<file path="src/rtl/tracking_pkg.sv">
// ----------------------------------------------------------------------------
// tracking_pkg
// Shared definitions for target_tracking_unit and its range_timer sub-module:
//   - ttu_state_e : FSM state encoding (IDLE=00, SCAN=01, LOCKED=10, FIRING=11)
//   - DEF_*       : default values for the top-level parameters
//   - CNT_W       : width of the saturating hit/miss counters
//   - sat_inc     : saturating increment used by those counters
// ----------------------------------------------------------------------------
package tracking_pkg;

    typedef enum logic [1:0] {
        IDLE   = 2'b00,
        SCAN   = 2'b01,
        LOCKED = 2'b10,
        FIRING = 2'b11
    } ttu_state_e;

    localparam int DEF_MAX_RANGE_CYC = 64;
    localparam int DEF_DIST_W        = 8;
    localparam int DEF_LOCK_HITS     = 3;
    localparam int DEF_MISS_LIMIT    = 2;
    localparam int DEF_ACK_TIMEOUT   = 8;

    localparam int CNT_W  = 4;
    localparam int AMMO_W = 4;

    // Counters stick at all-ones instead of wrapping back to zero.
    function automatic logic [CNT_W-1:0] sat_inc(input logic [CNT_W-1:0] v);
        return (v == {CNT_W{1'b1}}) ? v : v + 1'b1;
    endfunction

endpackage

</file>
<file path="src/rtl/target_tracking_unit_if.sv">
// ----------------------------------------------------------------------------
// target_tracking_unit_if
// Fire-control handshake between the tracking unit and the weapons control
// unit (WCU).
//   fire_command       : tracker -> WCU, fire request held until ack/timeout
//   launch_missile     : WCU -> tracker, acknowledge
//   remaining_missiles : WCU -> tracker, ammo count
// Modports: master = tracking unit side, slave = weapons control unit side.
// ----------------------------------------------------------------------------
interface target_tracking_unit_if;
    import tracking_pkg::*;

    logic              fire_command;
    logic              launch_missile;
    logic [AMMO_W-1:0] remaining_missiles;

    modport master (
        output fire_command,
        input  launch_missile,
        input  remaining_missiles
    );

    modport slave (
        input  fire_command,
        output launch_missile,
        output remaining_missiles
    );

endinterface

</file>
<file path="src/rtl/target_tracking_unit_range_timer.sv">
// ----------------------------------------------------------------------------
// range_timer
// Radar ranging engine. While enabled it emits a one-cycle pulse_radar, counts
// cycles since that pulse and reports the outcome of each window as a one-cycle
// strobe in the result cycle:
//   hit  : rising echo edge at delay k, 1 <= k < MAX_RANGE_CYC (echo_delay = k)
//   miss : delay reached MAX_RANGE_CYC with no echo edge
// The next window's pulse follows the cycle after every hit/miss.
// Ports: clk, rst (sync, active-high), enable, radar_echo ->
//        pulse_radar, hit, miss, echo_delay[DIST_W].
// ----------------------------------------------------------------------------
module range_timer #(
    parameter int MAX_RANGE_CYC = 64,
    parameter int DIST_W        = 8
) (
    input  logic              clk,
    input  logic              rst,
    input  logic              enable,
    input  logic              radar_echo,
    output logic              pulse_radar,
    output logic              hit,
    output logic              miss,
    output logic [DIST_W-1:0] echo_delay
);

    localparam logic [DIST_W-1:0] MAX_K = DIST_W'(MAX_RANGE_CYC);

    logic [DIST_W-1:0] cnt_q, cnt_d;
    logic              echo_prev_q;
    logic              echo_rise;

    assign echo_rise   = radar_echo & ~echo_prev_q;
    // cnt_q == 0 is the pulse cycle; an echo edge there is not a valid return.
    assign pulse_radar = enable && (cnt_q == '0);
    assign hit         = enable && echo_rise && (cnt_q != '0) && (cnt_q < MAX_K);
    assign miss        = enable && (cnt_q >= MAX_K);
    assign echo_delay  = cnt_q;

    // Disabled timer parks at 0 so the first enabled cycle is a pulse cycle.
    always_comb begin
        cnt_d = cnt_q + 1'b1;
        if (!enable || hit || miss) begin
            cnt_d = '0;
        end
    end

    always_ff @(posedge clk) begin
        if (rst) begin
            cnt_q       <= '0;
            echo_prev_q <= 1'b0;
        end else begin
            cnt_q       <= cnt_d;
            echo_prev_q <= radar_echo;
        end
    end

endmodule

</file>
<file path="src/rtl/target_tracking_unit.sv">
// ----------------------------------------------------------------------------
// target_tracking_unit
// Radar tracking and fire-control initiator. Runs ranging windows through
// range_timer, locks after LOCK_HITS consecutive hits, drops lock after
// MISS_LIMIT consecutive misses, and turns operator fire requests into a
// fire_command handshake closed by launch_missile or an ACK_TIMEOUT timeout.
// Ports:
//   clk, rst (sync, active-high)
//   scan_for_target, radar_echo, operator_fire : control inputs
//   wcu (target_tracking_unit_if.master)       : fire_command / launch_missile /
//                                                remaining_missiles
//   pulse_radar, distance_to_target[DIST_W], target_locked, fire_fault,
//   TTU_state[2]                               : status outputs
// Build option: define TTU_RANGE_AVG_EN to report each hit distance as the
// average of k and the previous hit distance; undefined reports raw k.
// ----------------------------------------------------------------------------
module target_tracking_unit
    import tracking_pkg::*;
#(
    parameter int MAX_RANGE_CYC = DEF_MAX_RANGE_CYC,
    parameter int DIST_W        = DEF_DIST_W,
    parameter int LOCK_HITS     = DEF_LOCK_HITS,
    parameter int MISS_LIMIT    = DEF_MISS_LIMIT,
    parameter int ACK_TIMEOUT   = DEF_ACK_TIMEOUT
) (
    input  logic                  clk,
    input  logic                  rst,
    input  logic                  scan_for_target,
    input  logic                  radar_echo,
    input  logic                  operator_fire,
    target_tracking_unit_if.master wcu,
    output logic                  pulse_radar,
    output logic [DIST_W-1:0]     distance_to_target,
    output logic                  target_locked,
    output logic                  fire_fault,
    output logic [1:0]            TTU_state
);

    localparam int TMO_W = $clog2(ACK_TIMEOUT + 1);

    ttu_state_e        state_q, state_d;
    logic [CNT_W-1:0]  hit_cnt_q, hit_cnt_d;
    logic [CNT_W-1:0]  miss_cnt_q, miss_cnt_d;
    logic [TMO_W-1:0]  tmo_q, tmo_d;
    logic              fault_q, fault_d;
    logic [DIST_W-1:0] dist_q, dist_d;
    logic [DIST_W-1:0] new_dist;

    logic              hit, miss;
    logic [DIST_W-1:0] echo_delay;

    range_timer #(
        .MAX_RANGE_CYC (MAX_RANGE_CYC),
        .DIST_W        (DIST_W)
    ) u_range_timer (
        .clk         (clk),
        .rst         (rst),
        .enable      (state_q != IDLE),
        .radar_echo  (radar_echo),
        .pulse_radar (pulse_radar),
        .hit         (hit),
        .miss        (miss),
        .echo_delay  (echo_delay)
    );

`ifdef TTU_RANGE_AVG_EN
    // avg_valid_q marks that dist_q holds a hit from the current scan session.
    logic              avg_valid_q, avg_valid_d;
    logic [DIST_W:0]   avg_sum;

    assign avg_sum  = {1'b0, echo_delay} + {1'b0, dist_q};
    assign new_dist = avg_valid_q ? avg_sum[DIST_W:1] : echo_delay;

    always_comb begin
        avg_valid_d = avg_valid_q;
        if (!scan_for_target) begin
            avg_valid_d = 1'b0;
        end else if (hit) begin
            avg_valid_d = 1'b1;
        end
    end

    always_ff @(posedge clk) begin
        if (rst) begin
            avg_valid_q <= 1'b0;
        end else begin
            avg_valid_q <= avg_valid_d;
        end
    end
`else
    assign new_dist = echo_delay;
`endif

    always_comb begin
        dist_d = dist_q;
        if (scan_for_target && hit) begin
            dist_d = new_dist;
        end
    end

    // Counters are updated first so lock / lock-loss act on this cycle's result.
    always_comb begin
        state_d    = state_q;
        hit_cnt_d  = hit_cnt_q;
        miss_cnt_d = miss_cnt_q;
        tmo_d      = tmo_q;
        fault_d    = fault_q;
        if (!scan_for_target) begin
            state_d    = IDLE;
            hit_cnt_d  = '0;
            miss_cnt_d = '0;
            tmo_d      = '0;
        end else begin
            if (hit) begin
                hit_cnt_d  = sat_inc(hit_cnt_q);
                miss_cnt_d = '0;
            end else if (miss) begin
                miss_cnt_d = sat_inc(miss_cnt_q);
                hit_cnt_d  = '0;
            end
            case (state_q)
                IDLE: state_d = SCAN;
                SCAN: begin
                    if (hit_cnt_d >= CNT_W'(LOCK_HITS)) begin
                        state_d = LOCKED;
                    end
                end
                LOCKED: begin
                    if (miss_cnt_d >= CNT_W'(MISS_LIMIT)) begin
                        state_d = SCAN;
                    end else if (operator_fire && (wcu.remaining_missiles != '0)) begin
                        state_d = FIRING;
                        tmo_d   = '0;
                        fault_d = 1'b0;
                    end
                end
                FIRING: begin
                    // Lock loss outranks the acknowledge, which outranks timeout.
                    if (miss_cnt_d >= CNT_W'(MISS_LIMIT)) begin
                        state_d = SCAN;
                        tmo_d   = '0;
                    end else if (wcu.launch_missile) begin
                        state_d = LOCKED;
                        tmo_d   = '0;
                    end else if (tmo_q == TMO_W'(ACK_TIMEOUT - 1)) begin
                        state_d = LOCKED;
                        tmo_d   = '0;
                        fault_d = 1'b1;
                    end else begin
                        tmo_d = tmo_q + 1'b1;
                    end
                end
                default: state_d = IDLE;
            endcase
        end
    end

    always_ff @(posedge clk) begin
        if (rst) begin
            state_q    <= IDLE;
            hit_cnt_q  <= '0;
            miss_cnt_q <= '0;
            tmo_q      <= '0;
            fault_q    <= 1'b0;
            dist_q     <= '0;
        end else begin
            state_q    <= state_d;
            hit_cnt_q  <= hit_cnt_d;
            miss_cnt_q <= miss_cnt_d;
            tmo_q      <= tmo_d;
            fault_q    <= fault_d;
            dist_q     <= dist_d;
        end
    end

    assign distance_to_target = dist_q;
    assign target_locked      = (state_q == LOCKED) || (state_q == FIRING);
    assign wcu.fire_command   = (state_q == FIRING);
    assign fire_fault         = fault_q;
    assign TTU_state          = state_q;

endmodule

</file>
<file path="src/flat_wrapper.sv">
// flat-port wrapper written by rule: the top's interface ports become plain ports
module target_tracking_unit_flat import tracking_pkg::*;
#(
    parameter int MAX_RANGE_CYC = DEF_MAX_RANGE_CYC,
    parameter int DIST_W        = DEF_DIST_W,
    parameter int LOCK_HITS     = DEF_LOCK_HITS,
    parameter int MISS_LIMIT    = DEF_MISS_LIMIT,
    parameter int ACK_TIMEOUT   = DEF_ACK_TIMEOUT
)
  (clk, rst, scan_for_target, radar_echo, operator_fire, pulse_radar, distance_to_target, target_locked, fire_fault, TTU_state, wcu_fire_command, wcu_launch_missile, wcu_remaining_missiles);
  target_tracking_unit_if wcu_i ();
  input  logic clk;
  input  logic rst;
  input  logic scan_for_target;
  input  logic radar_echo;
  input  logic operator_fire;
  output logic pulse_radar;
  output logic [DIST_W-1:0] distance_to_target;
  output logic target_locked;
  output logic fire_fault;
  output logic [1:0] TTU_state;
  output wire logic [$bits(wcu_i.fire_command)-1:0] wcu_fire_command;
  input wire logic [$bits(wcu_i.launch_missile)-1:0] wcu_launch_missile;
  input wire logic [$bits(wcu_i.remaining_missiles)-1:0] wcu_remaining_missiles;
  assign wcu_fire_command = wcu_i.fire_command;
  assign wcu_i.launch_missile = wcu_launch_missile;
  assign wcu_i.remaining_missiles = wcu_remaining_missiles;
  target_tracking_unit #(.MAX_RANGE_CYC(MAX_RANGE_CYC), .DIST_W(DIST_W), .LOCK_HITS(LOCK_HITS), .MISS_LIMIT(MISS_LIMIT), .ACK_TIMEOUT(ACK_TIMEOUT)) u_core (.clk(clk), .rst(rst), .scan_for_target(scan_for_target), .radar_echo(radar_echo), .operator_fire(operator_fire), .wcu(wcu_i), .pulse_radar(pulse_radar), .distance_to_target(distance_to_target), .target_locked(target_locked), .fire_fault(fire_fault), .TTU_state(TTU_state));
endmodule
</file>
<file path="config.mk">
export PLATFORM = sky130hd
export DESIGN_NAME = target_tracking_unit_flat
export DESIGN_NICKNAME = d
export VERILOG_FILES = /design/src/rtl/tracking_pkg.sv /design/src/rtl/target_tracking_unit_if.sv /design/src/rtl/target_tracking_unit_range_timer.sv /design/src/rtl/target_tracking_unit.sv /design/src/flat_wrapper.sv
export SDC_FILE = /design/constraint.sdc
export NUM_CORES = 1
export LEC_CHECK = 0
export ABC_AREA = 1
export BUFFER_PORTS_ARGS = -buffer_cell sky130_fd_sc_hd__buf_2
export CORE_ASPECT_RATIO = 1.75
export CORE_MARGIN = 4
export CORE_UTILIZATION = 44
export DETAILED_ROUTE_END_ITERATION = 12
export GPL_TIMING_DRIVEN = 0
export PLACE_DENSITY = 0.73
export SLEW_MARGIN = 20
export SYNTH_ARGS = -nofsm -noshare
export SYNTH_HDL_FRONTEND = slang
export SYNTH_HIERARCHICAL = 1
export SYNTH_SLANG_ARGS = --single-unit
</file>
<file path="constraint.sdc">
create_clock -name clk -period 4.6 [get_ports clk]
set_clock_uncertainty 0.1 [all_clocks]
set_input_delay 1.38 -clock clk [delete_from_list [all_inputs] [get_ports clk]]
set_output_delay 1.38 -clock clk [all_outputs]
set_load 0.01 [all_outputs]
</file>
-- Word-level counts from Yosys, hierarchy flattened
Index checks and enable logic that the tools add are counted.
- bits in latches: 0
- logic and storage cells: 82
- register bits after elaboration: 32
- bits in writable memories: 0
- bits of input ports: 10
- memories: 0
- bits in read-only memories: 0
- muxes and demuxes: 27
- multiply operators: 0
- reduce and logical (&&, ||, !) cells: 22
- $add $sub $neg: 4
- bitwise gates (word level): 3
- divide/modulo/power cells: 0
- shifts and indexed selects: 0
- equality and inequality tests: 14
- order comparisons: 4
- operator list (cell ; count):
    $mux 4 ; 13
    $add 4x1->4 const B ; 3
    $mux 2 ; 6
    $add 8x1->8 const B ; 1
    $eq 4x4->1 const B ; 2
    $ge 4x2->1 const B ; 2
    $ge 8x7->1 const B ; 1
    $logic_not 8->1 ; 1
    $lt 8x7->1 const B ; 1
    $pmux 2 s4 ; 1
    $pmux 4 s2 ; 1
    $reduce_bool 8->1 ; 1
    $logic_and 1x1->1 ; 7
    $reduce_and 7->1 ; 1
    $ne 2x1->1 const B ; 3
    $ne 2x2->1 const B ; 3
    $reduce_and 3->1 ; 2
    $mux 1 ; 5
    $eq 2x2->1 const B ; 2
    $eq 4x3->1 const B ; 1
    $ne 4x1->1 const B ; 1
    $reduce_bool 2->1 ; 2
    $reduce_bool 4->1 ; 1
    $reduce_or 2->1 ; 2
    other kinds (8) ; 11

-- Longest topological paths before layout
- depth after elaboration: 10
- gate-level depth with buffers: 16
- mapped depth without buffers: 16

-- Hierarchy
The synthesis kept the hierarchy.
- by module, submodules not included (module ; area each (µm²) ; cells an instance ; times used):
    target_tracking_unit ; 1268.7 ; 181 ; 1
    range_timer ; 467.9 ; 61 ; 1

-- Worst setup path after synthesis
No wires, ideal clock.
- path kind: in2reg
- start: input radar_echo
- end: register u_core.state_q[0] (netlist: u_core/TTU_state[0])
- library setup time: 112 ps
- path slack: 2028 ps
- data arrival time: 2361 ps
- cell stages on the path: 13
- cells stage by stage: nand2_1 > nor2_2 > nand2_2 > inv_1 > o21ai_2 > nand2_1 > o21ai_0 > nor2_1 > nand2_1 > nand2_1 > nand2_1 > nor2_1 > nor2_1
- word-level cells in the longest chain between the ends: 9
- elaborated cells on any way between the ends: 17
- ends and longest elaborated chain (item ; line ; text):
    from (decl) ; flat_wrapper.sv:15 ; input logic radar_echo;
    $and 1x1->1 * ; target_tracking_unit_range_timer.sv:32 ; assign echo_rise = radar_echo & ~echo_prev_q;
    $logic_and 1x1->1 * (3 in series) ; target_tracking_unit_range_timer.sv:35 ; assign hit = enable && echo_rise && (cnt_q != '0) && (cnt_q < MAX_K);
    net u_core.hit ; target_tracking_unit.sv:49 ; logic hit, miss;
    $mux 4 ; target_tracking_unit.sv:114 ; if (hit) begin
    $mux 4 ; target_tracking_unit.sv:108 ; if (!scan_for_target) begin
    $ge 4x2->1 (on tied branches) ; target_tracking_unit.sv:129, target_tracking_unit.sv:139, target_tracking_unit.sv:124 ;
    $ne 4x1->1 (no source line) (tied with other cells) ; -- ;
    $reduce_and 3->1 (no source line) or $pmux 2 s4 (tied branches) ; -- ;
    to (signal assigned) ; target_tracking_unit.sv:167 ; state_q <= state_d;
    to (decl) ; target_tracking_unit.sv:41 ; ttu_state_e state_q, state_d;
Mark *: on every way through the listed nets, which the timed path passes. The rest lies on a longest branch. The select of a mux whose other input is x is not followed.
A chain may end at the register's enable or synchronous reset.

-- Worst setup path in the final report
- start: register u_core.u_range_timer.cnt_q[0] (netlist: u_core/u_range_timer/echo_delay[0])
- end: output pulse_radar
- word-level cells in the longest chain between the ends: 2
- ends and longest elaborated chain (item ; line ; text):
    from (decl) ; target_tracking_unit_range_timer.sv:28 ; logic [DIST_W-1:0] cnt_q, cnt_d;
    from (signal assigned) ; target_tracking_unit_range_timer.sv:52 ; cnt_q <= cnt_d;
    $logic_not 8->1 ; target_tracking_unit_range_timer.sv:34 ; assign pulse_radar = enable && (cnt_q == '0);
    $logic_and 1x1->1 ; target_tracking_unit_range_timer.sv:34 ;
    to (decl) ; flat_wrapper.sv:17 ; output logic pulse_radar;
Every way passes these cells.

==> results.yml <==
clock_network:
  cts_resized: 0
  clk_latency_ns: 0.29
  cts_root_buffer: "clkbuf_8"
  cts_buffers: 5
  path_clk_slew_ns: 0.07
  cts.sinks: 32
  cts_htree_levels: 2
  postCtsSetupBuffers: 0
  clockBufferDepth: 2
  cts_tree: "built"
  ctsHoldBuffers: 0
route:
  antenna_left: 0
  routed_via_density: 4.798
  drt_wl_total_um: 3440
  route.detailed.drc: 0
  num_vias: 1540
  drt_iter0_markers: 16
  firstDrtPassIters: 4
  wl_per_cell_um: 10.72
grt:
  grt_use_total_pct: 15.05
  grt_max_degree: 11
  antenna_found_initial: 0
  grt_pass1_wl_um: 6016
  grt_pass1_vias: 1376
  grt-ovfl-total: 0
sta:
  timing.setup.tns_ns: 0
  finalHoldViolations: 0
  worstMarginPinSlew_ns: 0.5604
  rsz0062_at_grt: "false"
  slew_viol_final: 0
  relSlewSlack_pct: 62.64
  fmax_ghz: 0.3521
  final.period_utilization_pct: 61.74
  period_minus_slack_ns: 2.840
  setup_violations: 0
cells_and_area:
  nets: 287
  post_route_cells_drive_above_1_share_pct: 28.94
  fillers: 404
  syn2layout_area_growth_pct: 17.36
  antennaDiodeCount: 0
setup_path:
  path_class: "reg -> out"
  crit_path_end_kind: "primary output"
  critical_path_arrival_ns: 1.36
  crit_required_ns: 3.12
  critPathMaxFanout: 5
  start_kind: "register"
synth:
  synthCells: 242
  synth_compound_area_share_pct: 9.726
  yosysSeqAreaShare_pct: 36.89
  ys_ff_latch: 32
  synthXorXnorAreaFrac_pct: 1.513
  syn_area_um2: 1737
  yosys_warnings: 6
  yosysUniqueCellTypes: 30
  synthAdderAreaFrac_pct: 3.602
  synth_mux_area_share_pct: 0
  avgSynthCellArea_um2: 7.176
  mappedNetlistNets: 257
  synth_top_family_by_area: "simple AND/OR/NAND/NOR gates"
  synth-simple-area-share_pct: 38.83
place:
  dp_hpwl_um: 2670
  gp_congestion: 0.7744
  port_buffers: 23
power_and_ir_drop:
  power_mw: 0.6320
  peakVddDrop_uv: 283.3
  cellPowerDensity_nw_per_um2: 310.1
  p_leak_nw: 0.9344
floorplanning:
  die-area_um2: 5056
  ioPinCount: 24
  dieWidth_um: 55.49
  coreArea_um2: 3829
  initial_core_util_pct: 45.36
  die_y_um: 91.11
  rows: 30
min_path:
  hold_class: "reg -> reg"
outcome:
  status: "finished clean"
flow_run:
  cap_violations: 0
-- through the flow --
step | area (um2) | cells | utilization (%) | worst slack [ns] | hold WS (ns)
3_3_place_gp | 1912 | 313 | 49.93 | 1.736 | 0.3407
4_1_cts | 2038 | 321 | 53.24 | 1.729 | 0.3555
2_1_floorplan | 1737 | 242 | - | 2.028 | 0.3477
6_report | 2038 | 321 | 53.24 | 1.760 | 0.3501
5_1_grt | 2038 | 321 | 53.24 | 1.625 | 0.3789
3_5_place_dp | 1912 | 313 | 49.93 | 1.742 | 0.3426
-- where the power goes --
| group | internal [mW] | total, mW | switching [mW] |
|---|---|---|---|
| combinational | 0.0179 | 0.0528 | 0.0349 |
| sequential | 0.281 | 0.285 | 0.00388 |
| clock | 0.191 | 0.294 | 0.103 |
| total | 0.490 | 0.632 | 0.142 |
-- worst max-delay path, stage by stage (launching register included) --
cell	delay (ns)
dfxtp_1	0.35
inv_1	0.07
ha_1	0.14
clkinv_1	0.07
nor2_2	0.12
nand2_2	0.08
nor2_1	0.10
buf_2	0.14
-- cell usage in the layout, fill, tap and decap left out, drive strengths merged --
cell type,instances
nor3,4
nor4,1
o211ai,1
o211a,1
xor2,2
clkbuf,9
ha,5
xnor2,1
o21ai,16
conb,1
clkinv,1
bufinv,1
nand4,1
nor2,60
nand3,18
inv,39
buf,23
dfxtp,32
a21oi,9
or2,1
nand2,47
-- Yosys cell counts (all sizes together) --
cell,n,area share (%)
o211ai,1,0.43
o211a,1,0.58
nor4,1,0.36
nand3,18,8.1
inv,39,8.6
conb,1,0.22
clkinv,1,0.22
nand4,1,0.72
or2,1,0.36
xor2,2,1.0
clkbuf,2,0.43
nor2,60,16
ha,5,3.6
nand2,47,13
xnor2,1,0.50
a21oi,9,3.7
o21ai,16,5.0
nor3,4,1.2
dfxtp,32,37
-- logic make-up (layout without fill, tap and decap cells) --
kind of cell | after synthesis | in the layout
AND/OR/NAND/NOR | 132 | 132
buffers and inverters | 42 | 73
flip-flops | 32 | 32
AO/OA/AOI/OAI | 27 | 27
adder cells (fa/ha/maj) | 5 | 5
XOR/XNOR | 3 | 3
other | 1 | 1
-- path summary, 6_finish.rpt --
kind | startpoint | end | slack (ns) | depth (start not counted)
worst max-delay path | u_core/u_range_timer/echo_delay[0] | pulse_radar | 1.76 | 7
worst min-delay path | u_core/fire_fault | u_core/fire_fault | 0.35 | 2
worst max register to register | u_core/TTU_state[1] | u_core/tmo_q[1] | 2.45 | 13
worst min register to register | u_core/fire_fault | u_core/fire_fault | 0.35 | 2
-- area by class of cell --
cell class	instances	area, um2	area share [%]
multi-input combinational	168	935.9	45.92
sequential	32	640.6	31.43
inverter	40	152.6	7.489
timing repair buffer	23	115.1	5.648
clock buffer	7	96.34	4.727
tap	48	60.06	2.947
clock inverter	1	30.03	1.473
buffer	2	7.507	0.3683
-- sequential cells by signal, indices dropped and copies added, names as in the netlist --
name,cells
u_core/TTU_state,2
u_core/distance_to_target,8
u_core/fire_fault,1
u_core/hit_cnt_q,4
u_core/miss_cnt_q,4
u_core/tmo_q,4
u_core/u_range_timer/echo_delay,8
u_core/u_range_timer/echo_prev_q,1
-- layer usage --
| layer | GRT usage, % | up-vias | part of all wire, % |
|---|---|---|---|
| met1 | 15.84 | 709 | 40 |
| met4 | 7.911 | 0 | 2.4 |
| li1 | - | 806 | - |
| met3 | 4.267 | 6 | 3.7 |
| met2 | 26.48 | 19 | 54 |
| met5 | 0 | - | 0 |
No activity file was read; power rests on OpenSTA's default activity.
